## src/rtl/hex_display_sched.sv

```systemverilog
// rtl/hex_display_sched.sv - round-robin scheduler sharing one TM1637 hex driver between requesters
module hex_display_sched #(
  parameter int NUM_SRC        = 2,
  parameter int DATA_W         = 16,
  parameter int REFRESH_CYCLES = 1000000,
  parameter int BUSY_TIMEOUT   = 64
) (
  input  logic                                              clk,
  input  logic                                              rst,
  input  logic [NUM_SRC-1:0]                                src_valid,
  input  logic [NUM_SRC*DATA_W-1:0]                         src_data,
  output logic [NUM_SRC-1:0]                                src_done,
  output logic [DATA_W-1:0]                                 hex_data,
  output logic                                              hex_latch,
  input  logic                                              hex_busy,
  output logic [((NUM_SRC > 1) ? $clog2(NUM_SRC) : 1)-1:0]  cur_src,
  output logic                                              timeout_err
);

  localparam int SRC_W = (NUM_SRC > 1) ? $clog2(NUM_SRC) : 1;
  // Refresh fires when the idle counter reaches REFRESH_CYCLES-1; 0 disables it.
  localparam logic [31:0] REFRESH_LAST = (REFRESH_CYCLES > 0) ? 32'(REFRESH_CYCLES - 1) : 32'd0;
  // Busy-wait counter is preloaded with 1 in LATCH so the latch cycle counts toward the timeout.
  localparam logic [31:0] BUSY_LAST    = (BUSY_TIMEOUT > 1) ? 32'(BUSY_TIMEOUT - 1) : 32'd1;
  // Pointer starts at the last source so source 0 wins the first arbitration.
  localparam logic [SRC_W-1:0] RR_INIT = SRC_W'(NUM_SRC - 1);

  typedef enum logic [1:0] {IDLE, LATCH, WAIT_BUSY, XFER} state_t;

  state_t             state_q, state_d;
  logic [DATA_W-1:0]  slot_q [NUM_SRC];
  logic [NUM_SRC-1:0] pend_q, pend_d;
  logic [SRC_W-1:0]   rr_ptr_q;
  logic               refresh_q;
  logic [31:0]        busy_cnt_q;
  logic [31:0]        refresh_cnt_q;

  logic               grant_found;
  logic [SRC_W-1:0]   grant_idx;
  logic [SRC_W-1:0]   cand;
  logic               do_grant;
  logic               do_refresh;
  logic               busy_timeout;
  logic               xfer_end;

  // Round-robin pick: first pending source after the pointer, wrapping around.
  always_comb begin
    grant_found = 1'b0;
    grant_idx   = '0;
    cand        = '0;
    for (int k = 1; k <= NUM_SRC; k++) begin
      cand = SRC_W'((int'(rr_ptr_q) + k) % NUM_SRC);
      if (!grant_found && pend_q[cand]) begin
        grant_found = 1'b1;
        grant_idx   = cand;
      end
    end
  end

  // Next-state and single-cycle controls; pending requests take priority over refresh.
  always_comb begin
    state_d      = state_q;
    do_grant     = 1'b0;
    do_refresh   = 1'b0;
    busy_timeout = 1'b0;
    xfer_end     = 1'b0;
    hex_latch    = 1'b0;
    case (state_q)
      IDLE: begin
        if (!hex_busy) begin
          if (grant_found) begin
            do_grant = 1'b1;
            state_d  = LATCH;
          end else if (REFRESH_CYCLES != 0 && refresh_cnt_q == REFRESH_LAST) begin
            do_refresh = 1'b1;
            state_d    = LATCH;
          end
        end
      end
      LATCH: begin
        hex_latch = 1'b1;
        state_d   = WAIT_BUSY;
      end
      WAIT_BUSY: begin
        if (hex_busy) begin
          state_d = XFER;
        end else if (busy_cnt_q >= BUSY_LAST) begin
          busy_timeout = 1'b1;
          state_d      = IDLE;
        end
      end
      XFER: begin
        if (!hex_busy) begin
          xfer_end = 1'b1;
          state_d  = IDLE;
        end
      end
      default: state_d = IDLE;
    endcase
  end

  // Pending flags: new writes set, a grant clears unless the same source rewrites that cycle.
  always_comb begin
    pend_d = pend_q | src_valid;
    if (do_grant && !src_valid[grant_idx]) begin
      pend_d[grant_idx] = 1'b0;
    end
  end

  // State register.
  always_ff @(posedge clk or posedge rst) begin
    if (rst) begin
      state_q <= IDLE;
    end else begin
      state_q <= state_d;
    end
  end

  // Per-source slots capture the latest value; writes are always accepted.
  always_ff @(posedge clk or posedge rst) begin
    if (rst) begin
      pend_q <= '0;
      for (int i = 0; i < NUM_SRC; i++) begin
        slot_q[i] <= '0;
      end
    end else begin
      pend_q <= pend_d;
      for (int i = 0; i < NUM_SRC; i++) begin
        if (src_valid[i]) begin
          slot_q[i] <= src_data[i*DATA_W +: DATA_W];
        end
      end
    end
  end

  // Send datapath: shown value, owner, pointer, refresh marker and completion pulses.
  always_ff @(posedge clk or posedge rst) begin
    if (rst) begin
      hex_data    <= '0;
      cur_src     <= '0;
      rr_ptr_q    <= RR_INIT;
      refresh_q   <= 1'b0;
      src_done    <= '0;
      timeout_err <= 1'b0;
    end else begin
      src_done    <= '0;
      timeout_err <= busy_timeout;
      if (xfer_end && !refresh_q) begin
        src_done[cur_src] <= 1'b1;
      end
      if (do_grant) begin
        hex_data  <= slot_q[grant_idx];
        cur_src   <= grant_idx;
        rr_ptr_q  <= grant_idx;
        refresh_q <= 1'b0;
      end else if (do_refresh) begin
        refresh_q <= 1'b1;
      end
    end
  end

  // Busy-wait timer and idle refresh timer.
  always_ff @(posedge clk or posedge rst) begin
    if (rst) begin
      busy_cnt_q    <= '0;
      refresh_cnt_q <= '0;
    end else begin
      if (state_q == LATCH) begin
        busy_cnt_q <= 32'd1;
      end else if (state_q == WAIT_BUSY) begin
        busy_cnt_q <= busy_cnt_q + 32'd1;
      end
      if (state_q == LATCH || xfer_end) begin
        refresh_cnt_q <= '0;
      end else if (state_q == IDLE && refresh_cnt_q != REFRESH_LAST) begin
        refresh_cnt_q <= refresh_cnt_q + 32'd1;
      end
    end
  end

endmodule
```

## config.mk

```make
export PLATFORM = sky130hd
export DESIGN_NAME = hex_display_sched
export DESIGN_NICKNAME = d
export VERILOG_FILES = /design/src/rtl/hex_display_sched.sv
export SDC_FILE = /design/constraint.sdc
export NUM_CORES = 1
export LEC_CHECK = 0
export CAP_MARGIN = 0
export CORE_MARGIN = 1.5
export CORE_UTILIZATION = 55
export CTS_CLUSTER_SIZE = 20
export DETAILED_ROUTE_END_ITERATION = 10
export PLACE_DENSITY = 0.87
export REMOVE_ABC_BUFFERS = 1
export SYNTH_ARGS = -nofsm -noshare
export SYNTH_HDL_FRONTEND = slang
export SYNTH_SLANG_ARGS = --single-unit
export TNS_END_PERCENT = 50
```

## constraint.sdc

```tcl
create_clock -name clk -period 11.69 [get_ports clk]
set_input_delay 2.338 -clock clk [delete_from_list [all_inputs] [get_ports clk]]
set_output_delay 2.338 -clock clk [all_outputs]
set_load 0.03 [all_outputs]
```

==> flow_summary.ini <==
[routing]
m1WireLength_mm = 5.80
highest-signal-layer = met4
drt-pass1-iter-count = 5
wl_met2_mm = 7.16
initialDrtViolationCount = 274
vias = 4627
drtAntennaViolNets = 0
drt-total-wl_mm = 14.1
drcViolationCount = 0
routed_wire_length_per_instance_microns = 19.0
routed-wl-met3_microns = 895
via_per_inst = 6.24

[synth]
post_synth_inst_count = 540
synth.distinct_cells = 54
synth_seq_area_share = 0.531
async_flop_share = 1.00
ys_seq_elements = 122
synth-edff-count = 0
netlist_area_sq_um = 5750
synth.yosys.warnings = 0
syn_area_per_cell_sq_um = 10.6
synth-main-ff-cell = sky130_fd_sc_hd__dfrtp_1

[global_route]
grt_pass1_wl_mm = 23.4
grt_pass1_vias = 4649
globalRoute.totalOverflow = 0
grt_max_degree = 80
gr-usage-all-layers = 0.270
antenna_found_initial = 0

[cts]
path_clk_slew_ns = 0.06
cts_made_buffers = 17
tritoncts_num_sinks = 122
htree_levels = 4
post_cts.repair.setup_buffers = 0
clk_path_buf_depth = 2
clkLatencyLatePin_ns = 0.53
ctsResizeCount = 0
clock_tree_from_tritoncts = built
cts_hold_buf = 0
clk_root_buffer_cell = sky130_fd_sc_hd__clkbuf_8

[sta]
achievable-frequency_mhz = 221
finalCriticalPeriod_ns = 4.53
slew_headroom = 0.223
report.final.slew_viol_count = 0
tns_ns = 0
timing_worst_slew_pin_value_ns = 1.16
timing_hold_violations_final = 0
setup_violations = 0
grt_setup_unrepaired = no
min_period_over_period = 0.387
hold_ws_ns = 0.492
clock-skew-final_ns = 0.0182
setup_slack_ns = 7.16

[worst_setup_path]
worst_r2r_startpoint = state_q[1]
crit_path_cell_trace = clkdlybuf4s50_1 > nand2b_1 > or2_2 > nor2_1 > a22oi_1 > nand2_1
cpMaxStageDelayCell = sky130_fd_sc_hd__nor2_1
timing.critical_path.from_type = input pin
critical_path.reg2reg.endpoint = hex_data[11]
critPathKind = in2reg
crit_path_max_fanout = 22
path_delay_family = simple AND/OR/NAND/NOR gates
worst_path_largest_cell_delay_ns = 0.94
worstPathRequired_ns = 12.14
worstPathBufferInverterCount = 1
critical_path.endpoint_type = flip-flop
r2r.worst_path.cells = 7
crit_arrival_ns = 4.98
reg2reg_slack_ns = 8.60

[floorplan]
die_area_sq_um = 11100
initial_core_util = 0.562
ioPinCount = 58
core.rowCount = 37
core_region_area_sq_um = 10200
die_h_microns = 105
chipWidth_microns = 105

[final_layout]
layout_commonest_cell = sky130_fd_sc_hd__dfrtp_1
final_design_area_excluding_fillers_sq_um = 7050
final_nets = 636
final_util = 0.689
layout-drive-gt1-share = 0.130
num_antenna_cells = 0
layout_cells_excl_fill = 742
syn_to_final_growth_pct = 22.6
nFillCells = 624
layout_common_cells = sky130_fd_sc_hd__dfrtp_1 (121), sky130_fd_sc_hd__nor2_1 (60), sky130_fd_sc_hd__clkdlybuf4s50_1 (57), sky130_fd_sc_hd__nand2_1 (55), sky130_fd_sc_hd__mux2_2 (34)

[pwr]
power.ir.vdd_worst_uv = 153
power_mw = 1.53
power.density_nw_per_um2 = 216
static_leakage_power_nw = 3.08

[placement]
dp_slack_ns = 6.75
hpwlAfterDp_mm = 8.29
routabilityCongestion = 0.801
detailed_place.area_sq_um = 6400
port-buffer-count = 57
instance_count_after_placement_with_tap_cells_included = 710

[run]
cap_viol_max_count = 0

[hold_path]
worstHoldPathCells = 2
min_from = hex_data[12]
worstHoldPathType = reg2reg
hold_critical_path_endpoint = hex_data[12]

[outcome]
outcome = completed
## power breakdown
part / internal [mW] / switching, mW / leakage (nW)
Combinational: 0.148 / 0.255 / 1.19
Sequential: 0.487 / 0.0556 / 1.58
Clock: 0.372 / 0.208 / 0.314
Total: 1.01 / 0.518 / 3.08
## registers in the layout (all words and copies together) (netlist names)
name and count:
pend_q 2, hex_data 16, rr_ptr_q 1, refresh_q 1, slot_q 32, busy_cnt_q 32
state_q 2, refresh_cnt_q 32, timeout_err 1, src_done 2, cur_src 1
## synth_stat cells, types with 2 or more instances
cell	instances	area share
sky130_fd_sc_hd__clkbuf_1	18	0.012
sky130_fd_sc_hd__nor2_1	60	0.039
sky130_fd_sc_hd__nor4_1	23	0.025
sky130_fd_sc_hd__o2bb2ai_1	3	0.0046
sky130_fd_sc_hd__a22oi_1	15	0.020
sky130_fd_sc_hd__a21o_1	3	0.0039
sky130_fd_sc_hd__xnor2_1	25	0.038
sky130_fd_sc_hd__inv_1	14	0.0091
sky130_fd_sc_hd__mux2_2	34	0.067
sky130_fd_sc_hd__nand2b_1	2	0.0022
sky130_fd_sc_hd__and3_1	10	0.011
sky130_fd_sc_hd__nand3_1	18	0.016
sky130_fd_sc_hd__nand2_1	55	0.036
sky130_fd_sc_hd__xor2_1	22	0.034
sky130_fd_sc_hd__nand4_1	13	0.014
sky130_fd_sc_hd__o211ai_1	4	0.0052
sky130_fd_sc_hd__mux2i_1	4	0.0070
sky130_fd_sc_hd__or3_1	7	0.0076
sky130_fd_sc_hd__nor4b_1	5	0.0076
sky130_fd_sc_hd__nor3_1	9	0.0078
sky130_fd_sc_hd__a21oi_1	14	0.012
sky130_fd_sc_hd__buf_4	3	0.0039
sky130_fd_sc_hd__o21ai_0	10	0.0087
sky130_fd_sc_hd__buf_2	4	0.0035
sky130_fd_sc_hd__and4_1	9	0.014
sky130_fd_sc_hd__ha_1	6	0.013
sky130_fd_sc_hd__and2_1	3	0.0033
sky130_fd_sc_hd__dfrtp_1	121	0.53
## cell families after synthesis
kind of cell / share of synthesized area
flip-flops: 0.531
XOR/XNOR: 0.0716
AO/OA/AOI/OAI: 0.0720
multiplexers: 0.0735
buffers and inverters: 0.0283
adder cells (fa/ha/maj): 0.0131
AND/OR/NAND/NOR: 0.210
## how the worst max path moves through the flow
stage	from	end	slack [ns]	cells past startpoint
floorplan	rst	busy_cnt_q[0]	6.11	1
CTS	state_q[1]	hex_latch	7.16	3
global placement	hex_busy	hex_data[0]	6.98	6
detailed placement	hex_busy	hex_data[11]	6.75	6
finish	hex_busy	hex_data[11]	7.16	6
global route	hex_busy	hex_data[13]	7.04	6
## layout make-up
class	instances	area, sq um	share of cell area
well taps	136	170	0.0241
clock inverters	15	236	0.0335
clock buffers	17	414	0.0588
inverters	14	55.1	0.00781
repair buffers	59	586	0.0831
flip-flops and latches	122	3050	0.433
multi-input cells	379	2530	0.359
## worst reg2reg max path, cell delays in order (launching register included)
cell	delay, ns
sky130_fd_sc_hd__dfrtp_1	0.42
sky130_fd_sc_hd__inv_1	0.15
sky130_fd_sc_hd__ha_1	0.43
sky130_fd_sc_hd__nand2b_1	0.17
sky130_fd_sc_hd__or2_2	0.51
sky130_fd_sc_hd__nor2_1	0.94
sky130_fd_sc_hd__a22oi_1	0.23
sky130_fd_sc_hd__nand2_1	0.17
## layer usage
metal / GRT usage / vias to the layer above
met5: 0 / -
met4: 0.0930 / 0
met3: 0.0557 / 39
met2: 0.451 / 245
met1: 0.351 / 2319
li1: - / 2024
(Power assumes the default switching activity.)
